[config.mk]
export PLATFORM = sky130hd
export DESIGN_NAME = mem_arbiter
export DESIGN_NICKNAME = d
export VERILOG_FILES = /design/src/rtl/mem_arb_pkg.sv /design/src/rtl/mem_arbiter_rr_pick3.sv /design/src/rtl/mem_arbiter.sv
export SDC_FILE = /design/constraint.sdc
export NUM_CORES = 1
export LEC_CHECK = 0
export BUFFER_PORTS_ARGS = -buffer_cell sky130_fd_sc_hd__buf_2
export CORE_AREA = 10 10 227 229
export CTS_BUF_LIST = sky130_fd_sc_hd__clkbuf_4 sky130_fd_sc_hd__clkbuf_8
export DETAILED_ROUTE_END_ITERATION = 6
export DIE_AREA = 0 0 237 239
export RECOVER_POWER = 100
export SLEW_MARGIN = 40
export SYNTH_ARGS = -nofsm -noshare
export SYNTH_HDL_FRONTEND = slang
export SYNTH_SLANG_ARGS = --single-unit
[constraint.sdc]
create_clock -name clk -period 2.71 [get_ports clk]
set_input_delay 0.542 -clock clk [delete_from_list [all_inputs] [get_ports clk]]
set_output_delay 0.542 -clock clk [all_outputs]
set_load 0.01 [all_outputs]
[src/rtl/mem_arb_pkg.sv]
// rtl/mem_arb_pkg.sv - shared types and constants for the cache-port arbiter
package mem_arb_pkg;

   typedef enum logic [1:0] {
      REQ_IFETCH = 2'd0,
      REQ_DREAD  = 2'd1,
      REQ_DWRITE = 2'd2
   } req_id_t;

   typedef enum logic [2:0] {
      IDLE  = 3'd0,
      ISSUE = 3'd1,
      ACK   = 3'd2,
      BUSY  = 3'd3,
      RESP  = 3'd4
   } arb_state_t;

   localparam logic [3:0] IFETCH_SIZE = 4'd4;

   function automatic req_id_t next_id(input req_id_t id);
      case (id)
         REQ_IFETCH: return REQ_DREAD;
         REQ_DREAD:  return REQ_DWRITE;
         default:    return REQ_IFETCH;
      endcase
   endfunction

endpackage

[src/rtl/mem_arbiter_rr_pick3.sv]
// rtl/mem_arbiter_rr_pick3.sv - combinational 3-way round-robin picker
module rr_pick3
   import mem_arb_pkg::*;
(
   input  logic [2:0] req,
   input  req_id_t    ptr,
   output req_id_t    grant,
   output logic       valid
);

   // req bit order: [0]=fetch, [1]=data read, [2]=data write; search starts at ptr
   always_comb begin
      valid = |req;
      grant = REQ_IFETCH;
      case (ptr)
         REQ_IFETCH: begin
            if (req[0])      grant = REQ_IFETCH;
            else if (req[1]) grant = REQ_DREAD;
            else if (req[2]) grant = REQ_DWRITE;
         end
         REQ_DREAD: begin
            if (req[1])      grant = REQ_DREAD;
            else if (req[2]) grant = REQ_DWRITE;
            else if (req[0]) grant = REQ_IFETCH;
         end
         default: begin
            if (req[2])      grant = REQ_DWRITE;
            else if (req[0]) grant = REQ_IFETCH;
            else if (req[1]) grant = REQ_DREAD;
         end
      endcase
   end

endmodule

[src/rtl/mem_arbiter.sv]
// rtl/mem_arbiter.sv - shares the single cache port between fetch, data read and data write
module mem_arbiter
   import mem_arb_pkg::*;
#(
   parameter int ADDR_WIDTH  = 64,
   parameter int DATA_WIDTH  = 64,
   parameter int ACK_TIMEOUT = 8
) (
   input  logic                  clk,
   input  logic                  reset,

   input  logic                  i_req,
   input  logic [ADDR_WIDTH-1:0] i_addr,
   output logic                  i_done,
   output logic [DATA_WIDTH-1:0] i_rdata,

   input  logic                  dr_req,
   input  logic [ADDR_WIDTH-1:0] dr_addr,
   input  logic [3:0]            dr_size,
   output logic                  dr_done,
   output logic [DATA_WIDTH-1:0] dr_rdata,

   input  logic                  dw_req,
   input  logic [ADDR_WIDTH-1:0] dw_addr,
   input  logic [3:0]            dw_size,
   input  logic [DATA_WIDTH-1:0] dw_wdata,
   output logic                  dw_done,

   output logic                  c_instruction_read,
   output logic                  c_mem_read,
   output logic                  c_mem_write,
   output logic [ADDR_WIDTH-1:0] c_addr,
   output logic [3:0]            c_size,
   output logic [DATA_WIDTH-1:0] c_wdata,
   input  logic                  c_busy,
   input  logic [DATA_WIDTH-1:0] c_rdata,

   output logic                  timeout
);

   localparam int CNT_W = $clog2(ACK_TIMEOUT + 1);

   arb_state_t       state;
   req_id_t          ptr;
   req_id_t          winner;
   req_id_t          pick;
   logic             pick_valid;
   logic [CNT_W-1:0] ack_cnt;
   logic             ack_expired;
   logic             finish;

   rr_pick3 u_pick (
      .req   ({dw_req, dr_req, i_req}),
      .ptr   (ptr),
      .grant (pick),
      .valid (pick_valid)
   );

   // A cache that never raises busy still completes once the ACK window runs out
   assign ack_expired = (state == ACK) && !c_busy && (ack_cnt == CNT_W'(ACK_TIMEOUT));
   assign finish      = ack_expired || ((state == BUSY) && !c_busy);

   always_ff @(posedge clk or negedge reset) begin
      if (!reset) begin
         state              <= IDLE;
         ptr                <= REQ_IFETCH;
         winner             <= REQ_IFETCH;
         ack_cnt            <= '0;
         i_done             <= 1'b0;
         i_rdata            <= '0;
         dr_done            <= 1'b0;
         dr_rdata           <= '0;
         dw_done            <= 1'b0;
         c_instruction_read <= 1'b0;
         c_mem_read         <= 1'b0;
         c_mem_write        <= 1'b0;
         c_addr             <= '0;
         c_size             <= '0;
         c_wdata            <= '0;
         timeout            <= 1'b0;
      end else begin
         i_done             <= 1'b0;
         dr_done            <= 1'b0;
         dw_done            <= 1'b0;
         timeout            <= 1'b0;
         c_instruction_read <= 1'b0;
         c_mem_read         <= 1'b0;
         c_mem_write        <= 1'b0;

         case (state)
            IDLE: begin
               if (pick_valid && !c_busy) begin
                  winner <= pick;
                  state  <= ISSUE;
                  case (pick)
                     REQ_IFETCH: begin
                        c_addr             <= i_addr;
                        c_size             <= IFETCH_SIZE;
                        c_wdata            <= '0;
                        c_instruction_read <= 1'b1;
                     end
                     REQ_DREAD: begin
                        c_addr     <= dr_addr;
                        c_size     <= dr_size;
                        c_wdata    <= '0;
                        c_mem_read <= 1'b1;
                     end
                     default: begin
                        c_addr      <= dw_addr;
                        c_size      <= dw_size;
                        c_wdata     <= dw_wdata;
                        c_mem_write <= 1'b1;
                     end
                  endcase
               end
            end

            ISSUE: begin
               ack_cnt <= '0;
               state   <= ACK;
            end

            ACK: begin
               if (c_busy)
                  state <= BUSY;
               else if (!ack_expired)
                  ack_cnt <= ack_cnt + CNT_W'(1);
            end

            RESP: begin
               ptr   <= next_id(winner);
               state <= IDLE;
            end

            default: ;
         endcase

         if (finish) begin
            state   <= RESP;
            timeout <= ack_expired;
            case (winner)
               REQ_IFETCH: begin
                  i_done  <= 1'b1;
                  i_rdata <= c_rdata;
               end
               REQ_DREAD: begin
                  dr_done  <= 1'b1;
                  dr_rdata <= c_rdata;
               end
               default: dw_done <= 1'b1;
            endcase
         end
      end
   end

endmodule

==> metrics.txt <==
Crit path arrival time=2.94 ns; layout net count=1,795; Final ANT Viol Nets=0; root buffer cell=clkbuf_8; H-tree depth=2; Logic pwr share=36.5%; failing checks=capacitance limit, slew limit; Max-cap violations=2; largest family of logic cells by synthesized area=compound AO/OA/AOI/OAI gates; Slew Limit Headroom=-24.1%; CP required=3.20 ns; largest net degree at the start of global routing=110; Via-to-Cell Ratio=4.63; Max clock buf depth=3; drc violations=0; Mapped Cells=847; Net Sw Power=6.69 mW; switching share of power=37.4%; worst path buffer plus inverter count=1; most common cell after layout, fill and taps aside=buf_2; CP Capture Type=flip-flop; Compound-Gate Fraction of Synth Area=17.7%; post-DP HPWL=35,000 um; Inst Count DP=2,022; Synth Warn #=0; Clock Sink Count=278; Setup CP Type=reg -> reg; Worst Skew=0.0233 ns; initial antenna violation count=12; CTS resizes=0; die area=56,600 um^2; Cell Rows=80; Yosys cell types=40; Slew Limit Fails=105; FILL cells=4,861; Seq pwr share=40.4%; CP cell instances=or4_4 > or2_4 > buf_6 > a221oi_1 > o2bb2ai_1; TNS Setup=0 ns; simple-gate share of the synthesized area=2.97%; Register Area=6960 um^2; FF+latch count, synth=278; multi-input logic area=3890 um^2; Finish-stage setup viols=0; first-pass GRT wire length=67,300 um; Wirelength per Cell=21.5 um; unrepaired setup endpoints after global routing=false; CP max stage delay=0.63 ns; Setup crit start kind=flip-flop; Iter 0 DRT Violations=448; Synth Area in XOR/XNOR=0.0770%; fraction of layout cells with a size suffix above 1=39.1%; fin crit share=90.3%; Int Pwr=11.2 mW; Clk Latency, worst-skew pair=0.63 ns; GR Overflow Total=0; flop2flop setup slack=0.26 ns; Cell Pwr Density=1130 nW/um^2; commonest cells after routing, fill and taps aside=buf_2, dfrtp_1, clkbuf_1; CTS tree=done; Final Hold Fails=0; register area share after synthesis=61.2%; Adder-Cell Fraction of Synth Area=0.220%; post-synth design cell area=11,400 um^2; status=finished, violations left; Pleak=7.50 nW; worst vdd ir=573 uV; DRT Wirelength=45,500 um; Clock power frac=23.1%; critical path's top delay family=simple AND/OR/NAND/NOR gates; syn_area_per_cell=13.4 um^2; Starting Density=24.1%; CORE AREA=47,100 um^2; hold crit path type=in -> reg; Clk pin slew, worst setup/hold paths=0.06 ns; Synthesized Nets=1,183; CTS buffer count=49; area grow syn2layout=39.0%; DR pass1 iterations=5; vias in the first global route=10,748; Slowest cell on crit path=or4_4; Tot GR Track Use=15.2%; GPL Wtd Cong=0.835; worst-margin pin slew=1.86 ns; via total after detailed routing=9,780; IO Port Bufs=600; f_max=409 MHz; multiplexer area fraction after synthesis=13.0%; crit path max fanout=109; I/O pin cnt=601; Horiz. Die Dim=237 um; post-route insts no fill=2,114; Final Critical Period=2.45 ns; Die Y-Extent=239 um
worst paths after layout:
kind,from,endpoint,depth (start not counted)
worst max-delay path,state[2],c_addr[54],5
worst min-delay path,dw_wdata[48],c_wdata[48],2
worst max register to register,state[2],c_addr[54],5
worst min register to register,winner[0],winner[0],1
max in group asynchronous,reset,i_rdata[60],3
min in group asynchronous,reset,dr_rdata[41],2
per-layer routing:
layer  routed length (um)  global-route usage, %  part of all wire, %
met4                 1260                   5.04                  2.8
met1                17800                   17.7                   39
met5                   35                      0                0.077
met2                21900                   25.3                   48
met3                 4510                   5.97                  9.9
state kept, by name (all words and copies together), names as in the netlist, 2 cells and up:
name      flops
c_addr       64
c_wdata      64
dr_rdata     64
i_rdata      64
ack_cnt       4
c_size        4
state         3
ptr           2
winner        2
logic make-up (layout without fill, tap and decap cells):
group | Yosys count | in the layout
xor gates and xnor gates | 1 | 1
muxes | 131 | 131
AOI/OAI and AO/OA | 253 | 253
buffers and inverters | 115 | 764
other | 0 | 3
DFF | 278 | 278
and+or+nand+nor | 67 | 67
adders and majority gates | 2 | 2
synthesized netlist by cell type:
cell type	instances	area share [%]
clkbuf_1	23	0.76
a21o_1	3	0.20
o22ai_1	1	0.055
nor3b_1	1	0.066
o31ai_1	40	2.6
dfrtp_1	278	61
nor4_1	2	0.11
buf_1	1	0.033
nand4_1	1	0.055
nand3b_1	1	0.066
buf_2	35	1.5
or2_4	1	0.077
o21bai_1	1	0.066
mux2_2	131	13
nand3_1	7	0.31
and2_1	2	0.11
o21a_1	2	0.13
nor4b_1	1	0.077
nor2_1	31	1.0
nand2_1	4	0.13
nor2b_1	4	0.22
and3_1	4	0.22
buf_6	10	0.99
o2bb2ai_1	23	1.8
inv_1	46	1.5
or4_4	1	0.099
xor2_1	1	0.077
nand4b_1	1	0.077
nor3_1	4	0.18
nor2_4	1	0.099
ha_1	2	0.22
a221oi_1	23	1.8
a21oi_1	6	0.26
a221o_1	43	3.8
a211oi_1	1	0.066
o21ai_0	44	1.9
o21ai_1	1	0.044
a21boi_0	1	0.066
a22o_1	64	4.9
nand2b_1	1	0.055
per-stage QoR:
step	util [%]	worst slack (ns)	power [mW]	hold WS, ns	instance area [um^2]
after global placement	32.1	0.365	14.3	0.481	15100
after floorplan	-	0.659	10.9	0.246	11400
after CTS	34.4	0.440	18.7	0.0542	16200
after global routing	33.5	0.152	19.1	0.0777	15800
after detailed placement	32.1	0.329	14.4	0.485	15100
final	33.5	0.263	17.9	0.128	15800
cell type report:
type	count	share of cell area, %
sequential	278	44.0
inverter	46	1.09
antenna	3	0.0475
multi-input combinational	454	24.6
timing repair buffer	630	18.6
tap	615	4.87
clock inverter	8	0.507
clock buffer	80	6.25
timing repair:
action / 4_1_cts / 5_1_grt
setup buffers: 0 / 0
endpoints found under the setup margin: 0 / 0
endpoints found under the hold margin: 61 / 0
hold buffers: 1 / 0
power groups by stage:
stage | Combinational [mW] | Clock [mW] | Sequential (mW)
2_1_floorplan | 2.98 | 0 | 7.94
3_3_place_gp | 7.10 | 0 | 7.16
3_5_place_dp | 7.25 | 0 | 7.19
4_1_cts | 7.25 | 4.28 | 7.17
5_1_grt | 7.18 | 4.47 | 7.45
6_report | 6.54 | 4.13 | 7.23
Power figures use the tool's default switching activity.
